`config.mk`:
```
export PLATFORM = sky130hd
export DESIGN_NAME = commutator_route_ctrl
export DESIGN_NICKNAME = d
export VERILOG_FILES = /design/src/rtl/commutator_route_ctrl.sv
export SDC_FILE = /design/constraint.sdc
export NUM_CORES = 1
export LEC_CHECK = 0
export BUFFER_PORTS_ARGS = -buffer_cell sky130_fd_sc_hd__buf_2
export CORE_MARGIN = 2
export CORE_UTILIZATION = 50
export DETAILED_ROUTE_END_ITERATION = 6
export PLACE_DENSITY = 0.73
export SLEW_MARGIN = 20
export SYNTH_ARGS = -nofsm -noshare
export SYNTH_HDL_FRONTEND = slang
export SYNTH_SLANG_ARGS = --single-unit
```
`constraint.sdc`:
```
create_clock -name clk -period 2.3 [get_ports clk]
set_clock_uncertainty 0.15 [all_clocks]
set_input_delay 0.575 -clock clk [delete_from_list [all_inputs] [get_ports clk]]
set_output_delay 0.575 -clock clk [all_outputs]
set_load 0.02 [all_outputs]
```
`src/rtl/commutator_route_ctrl.sv`:
```
// Route sequencer for the 5-to-3 commutator: turns (channel, source) requests or
// automatic scan steps into a bit-reversed select code plus one-hot latch strobes.
module commutator_route_ctrl #(
  parameter int STROBE_CYCLES = 2,
  parameter int SCAN_PERIOD   = 16
) (
  input  logic       clk,
  input  logic       rst_n,
  input  logic       req_valid,
  output logic       req_ready,
  input  logic [1:0] req_chan,
  input  logic [2:0] req_src,
  input  logic       scan_en,
  output logic [2:0] ctrl_code,
  output logic [2:0] ctrl_load,
  output logic [8:0] route_map,
  output logic       busy,
  output logic       err_chan
);

  localparam int SCW = (SCAN_PERIOD > 1) ? $clog2(SCAN_PERIOD) : 1;
  localparam int STW = (STROBE_CYCLES > 1) ? $clog2(STROBE_CYCLES) : 1;
  localparam logic [SCW-1:0] SCAN_LAST   = SCW'(SCAN_PERIOD - 1);
  localparam logic [STW-1:0] STROBE_LAST = STW'(STROBE_CYCLES - 1);

  typedef enum logic [1:0] {IDLE, SETUP, STROBE, HOLD} state_t;

  state_t           state_reg;
  logic [1:0]       chan_reg;
  logic [2:0]       src_reg;
  logic [STW-1:0]   strobe_cnt_reg;
  logic [SCW-1:0]   scan_cnt_reg;
  logic [1:0]       scan_ptr_reg;
  logic [2:0]       scan_base_reg;
  logic [2:0]       ctrl_code_reg;
  logic [2:0]       ctrl_load_reg;
  logic             err_chan_reg;

  logic [2:0]       chan_onehot;
  logic [2:0]       scan_src;
  logic             scan_due;
  logic             strobe_last;

  function automatic logic [2:0] bitrev3(input logic [2:0] s);
    return {s[0], s[1], s[2]};
  endfunction

  assign scan_src    = scan_base_reg + {1'b0, scan_ptr_reg};
  assign scan_due    = scan_en && (scan_cnt_reg == SCAN_LAST);
  assign strobe_last = (state_reg == STROBE) && (strobe_cnt_reg == STROBE_LAST);

  // Per-channel decode and shadow bank; a bank commits as its strobe ends.
  generate
    for (genvar gi = 0; gi < 3; gi++) begin : g_chan
      logic [2:0] bank_reg;

      assign chan_onehot[gi] = (chan_reg == 2'(gi));

      always_ff @(posedge clk or negedge rst_n) begin
        if (!rst_n) begin
          bank_reg <= '0;
        end else if (strobe_last && chan_onehot[gi]) begin
          bank_reg <= src_reg;
        end
      end

      assign route_map[3*gi +: 3] = bank_reg;
    end
  endgenerate

  always_ff @(posedge clk or negedge rst_n) begin
    if (!rst_n) begin
      state_reg      <= IDLE;
      chan_reg       <= '0;
      src_reg        <= '0;
      strobe_cnt_reg <= '0;
      scan_cnt_reg   <= '0;
      scan_ptr_reg   <= '0;
      scan_base_reg  <= '0;
      ctrl_code_reg  <= '0;
      ctrl_load_reg  <= '0;
      err_chan_reg   <= 1'b0;
    end else begin
      if (!scan_en) begin
        scan_cnt_reg <= '0;
      end
      case (state_reg)
        IDLE: begin
          if (req_valid) begin
            // A due scan step is deferred, not dropped: keep the counter parked.
            if (!scan_due) begin
              scan_cnt_reg <= '0;
            end
            if (req_chan == 2'd3) begin
              err_chan_reg <= 1'b1;
            end else begin
              chan_reg      <= req_chan;
              src_reg       <= req_src;
              ctrl_code_reg <= bitrev3(req_src);
              state_reg     <= SETUP;
            end
          end else if (scan_due) begin
            chan_reg      <= scan_ptr_reg;
            src_reg       <= scan_src;
            ctrl_code_reg <= bitrev3(scan_src);
            scan_cnt_reg  <= '0;
            state_reg     <= SETUP;
            if (scan_ptr_reg == 2'd2) begin
              scan_ptr_reg  <= 2'd0;
              scan_base_reg <= scan_base_reg + 3'd1;
            end else begin
              scan_ptr_reg <= scan_ptr_reg + 2'd1;
            end
          end else if (scan_en) begin
            scan_cnt_reg <= scan_cnt_reg + SCW'(1);
          end
        end
        SETUP: begin
          ctrl_load_reg  <= chan_onehot;
          strobe_cnt_reg <= '0;
          state_reg      <= STROBE;
        end
        STROBE: begin
          if (strobe_last) begin
            ctrl_load_reg <= '0;
            state_reg     <= HOLD;
          end else begin
            strobe_cnt_reg <= strobe_cnt_reg + STW'(1);
          end
        end
        HOLD: begin
          state_reg <= IDLE;
        end
        default: begin
          state_reg <= IDLE;
        end
      endcase
    end
  end

  assign req_ready = (state_reg == IDLE);
  assign busy      = (state_reg != IDLE);
  assign ctrl_code = ctrl_code_reg;
  assign ctrl_load = ctrl_load_reg;
  assign err_chan  = err_chan_reg;

endmodule

```
Word-level counts from Yosys, hierarchy flattened
Cells that the tools add are included.
{ "classes": {"add_sub_neg": 5, "eq_ne": 13, "mux": 25, "bitwise": 1, "reduce_logical": 17} }
{ "ops": {"columns": ["operator", "n"], "rows": [
  ["4-bit two-way mux", 6],
  ["3-bit two-way mux", 7],
  ["2-bit two-way mux", 8],
  ["3-bit AND reduction", 4],
  ["2-bit == test, second input constant", 5],
  ["2-bit one-hot mux with 4 select lines", 1],
  ["2-bit inequality test, second input constant", 3],
  ["3-bit one-hot mux with 2 select lines", 1],
  ["2-bit nonzero test", 3],
  ["1-bit logical AND", 5],
  ["4-bit by 1-bit adder with 4-bit output, second input constant", 1],
  ["2-bit by 1-bit == test with 1-bit output, second input constant", 2],
  ["4-bit == test, second input constant", 1],
  ["2-bit logical NOT", 2],
  ["2-bit AND reduction", 2],
  ["4-bit AND reduction", 1],
  ["3-bit by 1-bit adder with 3-bit output, second input constant", 1],
  ["3-bit by 2-bit adder with 3-bit output", 1],
  ["3-bit by 2-bit inequality test with 1-bit output, second input constant", 1],
  ["3-bit inequality test, second input constant", 1],
  ["2-bit by 1-bit adder with 2-bit output, second input constant", 1],
  ["1-bit one-hot mux with 2 select lines", 1],
  ["1-bit adder, second input constant", 1],
  ["1-bit two-way mux", 1],
  ["1-bit NOT", 1]
]} }
{ "totals": {"reg_bits": 33, "input_bits": 9, "out_inout_bits": 18, "elab_cells": 74} }

Logic depth before layout (Yosys ltp)
{ "logic_depth": {"ltp_word": 5, "ltp_mapped": 6, "depth_no_buf": 6} }

Least setup slack after synthesis
OpenSTA, ideal clock, no wires.
{ "synth_path": {"path_type": "register -> register", "startpoint": "register state_reg[0]", "endpoint": "register state_reg[1]", "setup_time_ps": 128, "arrival_time_ps": 1601, "required_time_ps": 2022, "path_slack_ps": 422, "stages_incl_launch_ff": 7, "n_path_buf": 1, "period_less_slack_ps": 1878, "path_cell_list": "dfrtp_1 > inv_1 > ha_1 > buf_4 > and4_1 > a221oi_2 > mux2_1"} }
{ "synth_between": {"word_cells_on_any_way": 10, "cone_classes": "eq/ne: 6; mux: 1; reduce/logical: 3"} }
{ "synth_rtl": {"columns": ["item", "line", "text"], "rows": [
  ["start, declared", "28", "state_t state_reg;"],
  ["start signal, assigned", "73", "state_reg <= IDLE;"],
  ["start signal, assigned", "100", "state_reg <= SETUP;"],
  ["start signal, assigned", "107", "state_reg <= SETUP;"],
  ["2-bit logical NOT *", null, null],
  ["named net req_ready", "10", "output logic req_ready,"],
  ["3-bit inequality test (no source line) / 3-bit by 2-bit inequality test with 1-bit output (equally long branches)", null, null],
  ["3-bit AND reduction (no source line)", null, null]
]} }
Mark *: on every way through the listed nets, which the timed path passes. The rest lies on a longest branch.
A chain may end at the register's enable or synchronous reset.

Worst setup path in the final report
{ "layout_path": {"startpoint": "register state_reg[0]", "endpoint": "output port busy"} }
{ "layout_between": {"elab_chain_cells": 1} }
{ "layout_lines": {"columns": ["item", "line", "text"], "rows": [
  ["2-bit nonzero test", "142", "assign busy = (state_reg != IDLE);"],
  ["end, declared", "17", "output logic busy,"]
]} }
No other way between the ends.

==> metrics.txt <==
post-CTS setup buffer count=0; FILL cells=244; vias after detailed routing=1,043; Rel. slew slack=56.10%; GR Overflow Total=0; core area=~3000 um^2; CP arrival=1.43 ns; Num Clock Sinks=30; Hold WS=0.1136 ns; RSZ-0062 raised after global routing=false; First-pass DRT Iterations=4; Worst Setup Start Kind=flip-flop; fmax=0.4643 GHz; HP Class=in -> async; r2r startpoint=state_reg[0]; Max Slew Vio Count=0; antenna cells=0; Final ANT Viol Nets=0; Final Core Density=60.08%; origin of the worst setup path=state_reg[0]; port bufs=26; Clk Latency, worst-skew pair=0.33 ns; fin crit share=93.64%; Lkg Pwr=~0.88 nW; Post-DP Area=1675 um^2; vias per cell=roughly 5.4; max-cap violations=0; WL/cell=between 10 and 15 um; Synthesis Warnings=0; PwrDens=1202 nW/um^2; Clock power frac=26.0%; total track usage=a little under a fifth; slew of the pin with the lowest slew margin=0.6586 ns; Worst setup EP type=primary output; Die ar.=~3500 um^2; DRC=0; internal power=1.398 mW; Worst Path Required=1.57 ns; nets@finish=between 150 and 200; CTS tree=done; Synth Net Count=144; Hold Violations, Final=0; sequential share of power=36.8%; num ports=27; max reg flops=9; first-pass GRT wire length=about 4700 um; Pwr Total=2.151 mW; Max VDD drop=0.0008207 V; Post-Route Setup TNS=0 ns; CP max FO=12; Synth cell types=39; die span in x=roughly 59 um; register area=750.7 um^2; Seq/Total Area, Yosys=48.94%; NetSw=753.2 uW; cells after synthesis=128; Synth Register Bits=30; clk root buf=clkbuf_4; Final Critical Period=between 2 and 2.5 ns; Clock transition at path regs=0.10 ns; initial antenna violation count=0; # setup viols final=0; initial DRC count=26; multi-input combinational cell area=between 700 and 800 um^2; status=completed; clock tree buffer depth=2; synthesis-to-finish area growth=16.64%; HPWL Detailed=approximately 2000 um; Post-Syn Area=approximately 1500 um^2; Initial Util=51.51%; share of power burned in combinational logic=37.2%; Die Y=59.39 um; row count=20; number of global-route vias before repair=1,040; Sw Share=35.01%; Design Area, Final=1789 um^2; H-tree depth=2; largest net degree at the start of global routing=31; syn avg cell area=11.98 um^2; kind of critical path=reg -> out; share of cells above drive strength 1=38.36%; routability cong.=0.7427; # hold bufs at CTS=0; total clock buffers created by CTS=5; Routed WL=2761 um
-- placed cells by master (no fill, tap or decap), types with 2 or more instances in the layout --
cell type   n
a21o_1      2
buf_2      26
ha_1        5
clkbuf_4    5
nand3_1     2
mux2_1      2
nand2b_1    5
mux2_2     16
inv_1       8
mux2i_1     3
bufinv_16   2
dfrtp_1    30
or2_1       2
nand2_1    15
xnor2_1     2
o21ai_0     6
o22ai_1     3
-- logic make-up after synthesis --
| kind of cell | synth area share (%) |
|---|---|
| AND/OR/NAND/NOR | 14.19 |
| flip-flops | 48.94 |
| multiplexers | 15.17 |
| AO/OA/AOI/OAI | 9.870 |
| buffers and inverters | 3.915 |
| adder cells (fa/ha/maj) | 6.199 |
| XOR/XNOR | 1.713 |
-- worst paths after layout --
kind	endpoint	slack, ns	cells past startpoint
min in group clk	err_chan	0.33	1
max	busy	0.15	4
max reg2reg	ctrl_code[0]	0.47	5
min	chan_reg[0]	0.11	1
max in group asynchronous	scan_ptr_reg[1]	1.46	1
min reg2reg	err_chan	0.33	1
-- cells in the mapped netlist (all sizes together) --
| cell | number | area (um^2) |
|---|---|---|
| dfrtp | 30 | 750.7 |
| mux2 | 18 | 202.7 |
| nand2 | 15 | 56.30 |
| inv | 8 | 30.03 |
| ha | 6 | 75.07 |
| nand2b | 6 | 40.04 |
| o21ai | 6 | 30.03 |
| o22ai | 4 | 38.79 |
| buf | 3 | 30.03 |
| mux2i | 3 | 30.03 |
| or2 | 3 | 18.77 |
| a21o | 2 | 15.01 |
| and4 | 2 | 18.77 |
| nand3 | 2 | 10.01 |
| xnor2 | 2 | 17.52 |
| a21boi | 1 | 7.510 |
| a21oi | 1 | 5.000 |
| a221oi | 1 | 15.01 |
| a41oi | 1 | 16.27 |
| and2 | 1 | 7.510 |
| and2b | 1 | 7.510 |
| and3 | 1 | 7.510 |
| and4bb | 1 | 12.51 |
| fa | 1 | 20.02 |
| nand4 | 1 | 6.260 |
| nor3 | 1 | 10.01 |
| nor3b | 1 | 7.510 |
| nor4 | 1 | 6.260 |
| nor4b | 1 | 8.760 |
| o21bai | 1 | 7.510 |
| o22a | 1 | 8.760 |
| o31ai | 1 | 7.510 |
| xor2 | 1 | 8.760 |
-- through the flow --
step / setup WS [ns] / instances
after floorplan: 0.4217 / 128
after global placement: 0.4194 / 184
after detailed placement: 0.3470 / 184
after CTS: 0.006625 / 192
after global routing: 0.04240 / 192
final: 0.1464 / 192
-- routing by layer --
metal / track usage (%) / part of all wire (%) / up-vias
li1: - / - / 513
met1: 21.69 / 44 / 501
met2: 30.30 / 50 / 22
met3: 5.895 / 4.5 / 7
met4: 7.792 / 1.7 / 0
met5: 0 / 0 / -
-- power by group through the flow --
stage                     clock network (mW)  registers, mW  logic (mW)
after floorplan                            0          0.921       0.454
after global placement                     0          0.789       0.766
after detailed placement                   0          0.807       0.798
after CTS                              0.573          0.795       0.804
after global routing                   0.595          0.820       0.879
final                                  0.559          0.791       0.801
-- repair_timing --
item,4_1_cts,5_1_grt
hold endpoints to repair,0,0
endpoints found under the setup margin,0,2
resized for setup,0,1
-- layout make-up --
class / instances / share of cell area (%)
Inverter: 8 / 1.678
Clock buffer: 6 / 2.867
Multi-Input combinational cell: 87 / 40.56
Sequential cell: 30 / 41.96
Clock inverter: 2 / 3.357
Tap cell: 33 / 2.308
Timing Repair Buffer: 26 / 7.273
-- critical path, stage by stage (launching register included) --
cell	delay (ns)
dfrtp_1	0.42
inv_1	0.10
ha_2	0.31
inv_1	0.10
buf_2	0.17
(Power assumes the default switching activity.)
